File: src/rtl/sprite_motion_ctrl.sv
// Frame-synchronous sprite motion controller: keyboard-driven walking plus a
// jump/fall/land state machine with gravity, committed once per frame tick.
module sprite_motion_ctrl #(
    parameter int SCR_W    = 640,
    parameter int SPR_W    = 32,
    parameter int GROUND_Y = 400,
    parameter int STEP     = 4,
    parameter int JUMP_V   = 12,
    parameter int GRAVITY  = 1,
    parameter int MAX_FALL = 12
) (
    input  logic       i_clk,
    input  logic       i_rst_n,
    input  logic       i_key_valid,
    input  logic [7:0] i_key_ascii,
    input  logic       i_key_break,
    input  logic       i_frame_tick,
    output logic [9:0] o_x_pos,
    output logic [9:0] o_y_pos,
    output logic [2:0] o_state,
    output logic       o_update
);

    typedef enum logic [2:0] {
        ST_IDLE = 3'd0,
        ST_WALK = 3'd1,
        ST_JUMP = 3'd2,
        ST_FALL = 3'd3,
        ST_LAND = 3'd4
    } state_t;

    localparam logic signed [10:0] C_X_MAX    = 11'(SCR_W - SPR_W);
    localparam logic signed [10:0] C_STEP     = 11'(STEP);
    localparam logic signed [10:0] C_GROUND   = 11'(GROUND_Y);
    localparam logic signed [10:0] C_ZERO     = 11'sd0;
    localparam logic [5:0]         C_JUMP_V   = 6'(JUMP_V);
    localparam logic [5:0]         C_GRAVITY  = 6'(GRAVITY);
    localparam logic [5:0]         C_MAX_FALL = 6'(MAX_FALL);
    localparam logic [9:0]         C_X_RESET  = 10'((SCR_W - SPR_W) / 2);
    localparam logic [9:0]         C_Y_RESET  = 10'(GROUND_Y);

    state_t     r_state;
    logic [9:0] r_x;
    logic [9:0] r_y;
    logic [5:0] r_vy;
    logic       r_held_left;
    logic       r_held_right;
    logic       r_jump_req;
    logic       r_update;

    state_t            w_state_next;
    logic [9:0]        w_x_next;
    logic [9:0]        w_y_next;
    logic [5:0]        w_vy_next;
    logic              w_jump_clr;
    logic              w_dir_right;
    logic              w_dir_left;
    state_t            w_ground_state;
    logic signed [10:0] w_x_sum;
    logic signed [10:0] w_y_sum;
    logic [5:0]        w_vy_tmp;

    assign w_dir_right    = r_held_right & ~r_held_left;
    assign w_dir_left     = r_held_left & ~r_held_right;
    assign w_ground_state = (w_dir_right | w_dir_left) ? ST_WALK : ST_IDLE;

    // Horizontal motion applies in every state; result is clamped to the screen.
    always_comb begin
        w_x_sum = $signed({1'b0, r_x});
        if (w_dir_right) begin
            w_x_sum = $signed({1'b0, r_x}) + C_STEP;
        end else if (w_dir_left) begin
            w_x_sum = $signed({1'b0, r_x}) - C_STEP;
        end
        if (w_x_sum < C_ZERO) begin
            w_x_next = 10'd0;
        end else if (w_x_sum > C_X_MAX) begin
            w_x_next = C_X_MAX[9:0];
        end else begin
            w_x_next = w_x_sum[9:0];
        end
    end

    // Vertical next-state logic; vy is a magnitude whose sign is implied by the state.
    always_comb begin
        w_state_next = r_state;
        w_y_next     = r_y;
        w_vy_next    = r_vy;
        w_jump_clr   = 1'b0;
        w_y_sum      = $signed({1'b0, r_y});
        w_vy_tmp     = r_vy;
        case (r_state)
            ST_IDLE, ST_WALK: begin
                if (r_jump_req) begin
                    w_jump_clr   = 1'b1;
                    w_y_sum      = $signed({1'b0, r_y}) - $signed({5'b0, C_JUMP_V});
                    w_y_next     = w_y_sum[9:0];
                    w_vy_next    = C_JUMP_V - C_GRAVITY;
                    w_state_next = ST_JUMP;
                end else begin
                    w_state_next = w_ground_state;
                end
            end
            ST_JUMP: begin
                w_jump_clr = 1'b1;
                w_y_sum    = $signed({1'b0, r_y}) - $signed({5'b0, r_vy});
                if (w_y_sum < C_ZERO) begin
                    w_y_next     = 10'd0;
                    w_vy_next    = 6'd0;
                    w_state_next = ST_FALL;
                end else begin
                    w_y_next  = w_y_sum[9:0];
                    w_vy_next = r_vy - C_GRAVITY;
                    if (w_vy_next == 6'd0) begin
                        w_state_next = ST_FALL;
                    end
                end
            end
            ST_FALL: begin
                w_jump_clr = 1'b1;
                w_vy_tmp   = r_vy + C_GRAVITY;
                if (w_vy_tmp > C_MAX_FALL) begin
                    w_vy_tmp = C_MAX_FALL;
                end
                w_y_sum = $signed({1'b0, r_y}) + $signed({5'b0, w_vy_tmp});
                if (w_y_sum >= C_GROUND) begin
                    w_y_next     = C_GROUND[9:0];
                    w_vy_next    = 6'd0;
                    w_state_next = ST_LAND;
                end else begin
                    w_y_next  = w_y_sum[9:0];
                    w_vy_next = w_vy_tmp;
                end
            end
            ST_LAND: begin
                w_state_next = w_ground_state;
            end
            default: begin
                w_state_next = ST_IDLE;
            end
        endcase
    end

    always_ff @(posedge i_clk or negedge i_rst_n) begin
        if (!i_rst_n) begin
            r_state  <= ST_IDLE;
            r_x      <= C_X_RESET;
            r_y      <= C_Y_RESET;
            r_vy     <= 6'd0;
            r_update <= 1'b0;
        end else begin
            r_update <= i_frame_tick;
            if (i_frame_tick) begin
                r_state <= w_state_next;
                r_x     <= w_x_next;
                r_y     <= w_y_next;
                r_vy    <= w_vy_next;
            end
        end
    end

    // A key event coinciding with a tick is recorded after the tick's clear, so it survives.
    always_ff @(posedge i_clk or negedge i_rst_n) begin
        if (!i_rst_n) begin
            r_held_left  <= 1'b0;
            r_held_right <= 1'b0;
            r_jump_req   <= 1'b0;
        end else begin
            if (i_frame_tick && w_jump_clr) begin
                r_jump_req <= 1'b0;
            end
            if (i_key_valid) begin
                case (i_key_ascii)
                    8'h61: r_held_left  <= ~i_key_break;
                    8'h64: r_held_right <= ~i_key_break;
                    8'h77: if (!i_key_break) r_jump_req <= 1'b1;
                    default: ;
                endcase
            end
        end
    end

    assign o_x_pos  = r_x;
    assign o_y_pos  = r_y;
    assign o_state  = r_state;
    assign o_update = r_update;

endmodule

File: config.mk
export PLATFORM = sky130hd
export DESIGN_NAME = sprite_motion_ctrl
export DESIGN_NICKNAME = d
export VERILOG_FILES = /design/src/rtl/sprite_motion_ctrl.sv
export SDC_FILE = /design/constraint.sdc
export NUM_CORES = 1
export LEC_CHECK = 0
export BUFFER_PORTS_ARGS = -buffer_cell sky130_fd_sc_hd__buf_2
export CAP_MARGIN = 20
export CORE_MARGIN = 8
export CORE_UTILIZATION = 30
export CTS_CLUSTER_SIZE = 40
export DETAILED_ROUTE_END_ITERATION = 8
export PLACE_DENSITY = 0.46
export SLEW_MARGIN = 10
export SYNTH_ARGS = -nofsm -noshare
export SYNTH_HDL_FRONTEND = slang
export SYNTH_SLANG_ARGS = --single-unit
File: constraint.sdc
create_clock -name i_clk -period 3.8 [get_ports i_clk]
set_clock_uncertainty 0.15 [all_clocks]
set_input_delay 0.76 -clock i_clk [delete_from_list [all_inputs] [get_ports i_clk]]
set_output_delay 0.76 -clock i_clk [all_outputs]
set_load 0.02 [all_outputs]
==> After elaboration in Yosys (flattened, before gate mapping) <==
Index checks and enable logic that the tools add are counted.
{ "totals": {"register_bits": 33, "inputBits": 13} }
{ "classes": {"addsub": 7, "bitwise": 6, "n_mux": 26, "eq_ne": 10, "reduce_logical": 10, "n_lt_le_gt_ge": 5} }
{ "ops": {"columns": ["operator", "count"], "rows": [
  ["$mux 10", 5],
  ["$mux 6", 5],
  ["$pmux 10 s3", 1],
  ["$eq 8x7->1 const B", 3],
  ["$lt 11x1->1 const B", 2],
  ["$mux 11", 2],
  ["$pmux 6 s3", 1],
  ["$pmux 3 s4", 1],
  ["$add 10x3->11 const B", 1],
  ["$add 10x6->11", 1],
  ["$ge 11x10->1 const B", 1],
  ["$gt 11x11->1 const B", 1],
  ["$sub 10x3->11 const B", 1],
  ["$sub 10x6->11", 1],
  ["$sub 10x4->10 const B", 1],
  ["$mux 3", 3],
  ["$add 6x1->6 const B", 1],
  ["$eq 3x2->1 const B", 2],
  ["$gt 6x4->1 const B", 1],
  ["$logic_not 6->1", 1],
  ["$mux 1", 6],
  ["$reduce_and 3->1", 2],
  ["$sub 6x1->6 const B", 1],
  ["$ne 2x2->1 const B", 2],
  ["other kinds (13)", 18]
]} }

==> Depth between registers and ports, before layout <==
{ "logic_depth": {"word_depth": 8, "mapped_depth": 16} }

==> Worst setup path after synthesis <==
No wires, ideal clock.
{ "synth_path": {"kind": "register to register", "startpoint": "reg r_vy[0]", "endpoint": "reg r_y[6] (netlist: o_y_pos[6])", "period_less_slack_ns": 4.036, "setup_time_ns": 0.077, "setup_slack_ns": -0.236, "stages_incl_launch_ff": 16, "n_path_buf": 1, "t_arrival_ns": 3.809, "required_time_ns": 3.573, "path_cell_list": "dfrtp_1 ha_1 and3_1 or3_1 a21oi_1 and2_1 nand2_1 ha_1 a211oi_2 nor2_1 or4_1 o211a_1 a311o_1 buf_6 or3_1 a21oi_1"} }
{ "synth_between": {"elab_chain_len": 8, "word_cells_on_any_way": 11, "cone_classes": "3 x add/sub; 3 x order compare; 5 x mux"} }
{ "synth_rtl": {"columns": ["item", "line", "source"], "rows": [
  ["start: declaration", "45", "logic [5:0] r_vy;"],
  ["start signal: assignment", "157", "r_vy <= w_vy_next;"],
  ["$add 6x1->6", "121", "w_vy_tmp = r_vy + C_GRAVITY;"],
  ["$gt 6x4->1", "122", "if (w_vy_tmp > C_MAX_FALL) begin"],
  ["$mux 6", "122", null],
  ["$mux 6", "92", "case (r_state)"],
  ["$add 10x6->11", "125", "w_y_sum = $signed({1'b0, r_y}) + $signed({5'b0, w_vy_tmp});"],
  ["$ge 11x10->1", "126", "if (w_y_sum >= C_GROUND) begin"],
  ["$mux 10", "126", null],
  ["$pmux 10 s3 *", "92", null],
  ["end signal: assignment", "156", "r_y <= w_y_next;"],
  ["end: declaration", "44", "logic [9:0] r_y;"]
]} }
Mark *: on every way between the ends. The rest lies on a longest branch, timed or not. The select of a mux whose other input is x is not followed.
A chain may end at the register's enable or synchronous reset.

==> Final worst setup path <==
{ "layout_path": {"startpoint": "reg r_vy[0]", "endpoint": "reg r_y[5] (netlist: o_y_pos[5])"} }
The elaborated chain is that of the path after synthesis.

==> reports/qor.csv <==
metric,value,unit
status,"complete, but fails checks",
violations,negative setup slack,
dieArea,13610,um2
peakVddDrop,0.5630,mV
synth-edff-count,0,
ys_async_sr_fraction,1.000,
slowest_delay,0.45,ns
finalSetupViolCount,5,
htreeDepth,2,
wl_per_cell,16.61,um
crit_family,compound AO/OA/AOI/OAI gates,
n_antenna_cell,0,
area_growth,28.15,%
met3_wirelength,570,um
rsz0062_at_grt,true,
clk_latency,0.29,ns
worstPathMaxFanout,4,
fin_cells,578,
critPathSlowestCell,dfrtp_2,
fin_ws,-0.05069,ns
min_period_over_period,1.013,
clk_pin_slew_worst_paths,0.08,ns
grt_pass1_vias,3073,
drtPass1Iterations,4,
syn_inst,383,
cts_sinks,31,
fin_crit,3.851,ns
tightest_slew,0.7679,ns
nets,480,
pin_count,37,
setup_tns,-0.1750,ns
core,9819,um2
syn_area,3040,um2
leakage,0.001627,uW
hold_viol,0,
cts_root_buffer,clkbuf_8,
route.detailed.drc,0,
cp-start-kind,register,
crit_chain,"buf_6, ha_4, nor4_4, a21oi_2, and3_4, ha_4, fa_2, a211oi_4, nor2_1, or4_1, o211a_1, a311o_1, buf_6, buf_6, o221a_4, a21oi_2",
met1_length,4.467,mm
routed_wl,9.600,mm
dp.cells,564,
drtAntennaViolNets,0,
grt_antenna_before_repair,0,
clockBufferDepth,2,
layout-drive-gt1-share,0.2719,
cts_tree,built,
r2r_slack,-0.05,ns
cp-end-kind,register,
synth-seq-cells,31,
maxCapViolations,0,
avgSynthCellArea,7.938,um2
required,3.88,ns
crit_type,register to register,
hold_path.class,input port to asynchronous set/reset pin,
viasPerCell,5.391,
die-width,116.7,um
port_buffers,34,
p_total,4103,uW
start_util,0.3096,
fmax,259.7,MHz
gr-usage-all-layers,0.1454,
cts_made_buffers,5,
grt_pass1_wl,15.70,mm
grt_max_degree,32,
slew_headroom,0.4881,
ys_warn_count,0,
highest_layer,met4,
critPathBufInv,3,
dp_hpwl,7.223,mm
place.gp.congestion,0.8194,
via_count,3116,
cpMostUsedCell,buf_6,
dieHeight,116.7,um
rows,36,
yosysSeqAreaShare,0.2576,
ys.flop_type,dfrtp_1,
placed_area,3567,um2
cp.arrival,3.93,ns
maxSlewViolCount,0,
drt_iter0_markers,263,
wl_met2,4.440,mm
power.density,1053,nW/um2
stdcell_area,3896,um2
grt_overflow,0,
ys_types,64,
==> synthesized netlist by cell type, types with 3 or more instances <==
| cell type | instances | share of area |
|---|---|---|
| a211o_1 | 3 | 0.0086 |
| a21o_1 | 7 | 0.017 |
| a21oi_1 | 29 | 0.048 |
| a221o_1 | 4 | 0.013 |
| a311o_1 | 3 | 0.0099 |
| a31oi_1 | 5 | 0.010 |
| a41oi_1 | 3 | 0.0086 |
| and2_1 | 4 | 0.0082 |
| and3_1 | 8 | 0.016 |
| clkbuf_1 | 15 | 0.019 |
| dfrtp_1 | 25 | 0.21 |
| dfstp_2 | 6 | 0.052 |
| ha_1 | 21 | 0.086 |
| inv_1 | 22 | 0.027 |
| nand2_1 | 30 | 0.037 |
| nand2b_1 | 4 | 0.0082 |
| nand3_1 | 7 | 0.012 |
| nand4_1 | 5 | 0.010 |
| nor2_1 | 32 | 0.040 |
| nor2b_1 | 5 | 0.010 |
| nor3_1 | 20 | 0.033 |
| nor4_1 | 9 | 0.019 |
| o211ai_1 | 5 | 0.012 |
| o21a_1 | 3 | 0.0074 |
| o21ai_0 | 17 | 0.028 |
| o221ai_1 | 3 | 0.0086 |
| o22ai_1 | 3 | 0.0062 |
| o31a_1 | 3 | 0.0086 |
| o31ai_1 | 8 | 0.020 |
| or2_2 | 4 | 0.0082 |
| or3_1 | 5 | 0.010 |
| xnor2_1 | 18 | 0.052 |
| xor2_1 | 6 | 0.017 |
==> metal layers <==
metal	up-vias	track usage
li1	1544	-
met1	1487	0.1852
met2	79	0.2438
met3	6	0.02534
met4	0	0.04693
met5	-	0
==> layout by cell type (no fill, tap or decap), types with 4 or more instances in the layout <==
cell and n:
ha_4 5, o211ai_1 5, nor2_1 31, and3_1 7
buf_6 4, nand2b_1 4, or3_1 4, a21oi_2 4
nor3_1 19, nand3_1 6, buf_4 32, buf_2 34
xor2_1 6, nor2b_1 5, nand2_1 27, dfstp_2 6
a221o_1 4, o31ai_1 8, dfrtp_1 24, a31oi_1 4
a21o_1 7, conb_1 4, clkbuf_8 6, nor4_1 8
inv_1 21, nand4_1 5, o21ai_0 16, ha_1 16
a21oi_1 24, xnor2_1 17
==> flip-flops by register name, summed over array words and instances (netlist names) <==
| signal | count |
|---|---|
| r_held_left | 1 |
| o_state | 3 |
| o_y_pos | 10 |
| o_update | 1 |
| r_jump_req | 1 |
| o_x_pos | 8 |
| r_held_right | 1 |
| r_vy | 6 |
==> power breakdown <==
part	internal [uW]	leakage [uW]	switching, uW	total [uW]
registers	462	0.000371	224	685
clock network	146	0.0000482	131	278
logic	1450	0.00121	1690	3140
==> cell families after synthesis <==
kind of cell / after synthesis / synth area share
AND/OR/NAND/NOR: 145 / 0.2440
AO/OA/AOI/OAI: 115 / 0.2642
buffers and inverters: 42 / 0.05720
flip-flops: 31 / 0.2576
XOR/XNOR: 24 / 0.06914
adder cells (fa/ha/maj): 23 / 0.09959
multiplexers: 2 / 0.006996
other: 1 / 0.001233
==> what timing repair did <==
item	in CTS	in global routing
hold buffers	0	0
endpoints found under the setup margin	13	15
setup buffers	3	3
pin swaps	9	12
gates resized for setup	17	23
==> cell type report <==
type                       instances  area (um2)
clock buffer                       7       86.33
clock inverter                     1       5.005
fill                            1049        5923
inverter                          23       88.84
multi-input combinational        313        2310
sequential                        31       784.5
tap                              133       166.4
timing repair buffer              70       455.4
==> path summary, 6_finish.rpt <==
check                      startpoint  cells past startpoint    endpoint
max in group asynchronous     i_rst_n                      1     r_vy[0]
hold / removal                i_rst_n                      1     r_vy[1]
setup / recovery              r_vy[0]                     16  o_y_pos[5]
hold reg to reg            o_x_pos[4]                      2  o_x_pos[4]
min in group i_clk         o_x_pos[4]                      2  o_x_pos[4]
setup reg to reg              r_vy[0]                     16  o_y_pos[5]
==> per-stage QoR <==
step                        util  hold slack, ns  worst slack (ns)
after global routing      0.3968          0.4343           -0.1884
after detailed placement  0.3633          0.3851           -0.1574
final                     0.3968          0.3776          -0.05069
after floorplan                -          0.3144           0.01182
after CTS                 0.3828          0.3959          -0.05665
after global placement    0.3633          0.3793           -0.1204
Power figures use the tool's default switching activity.
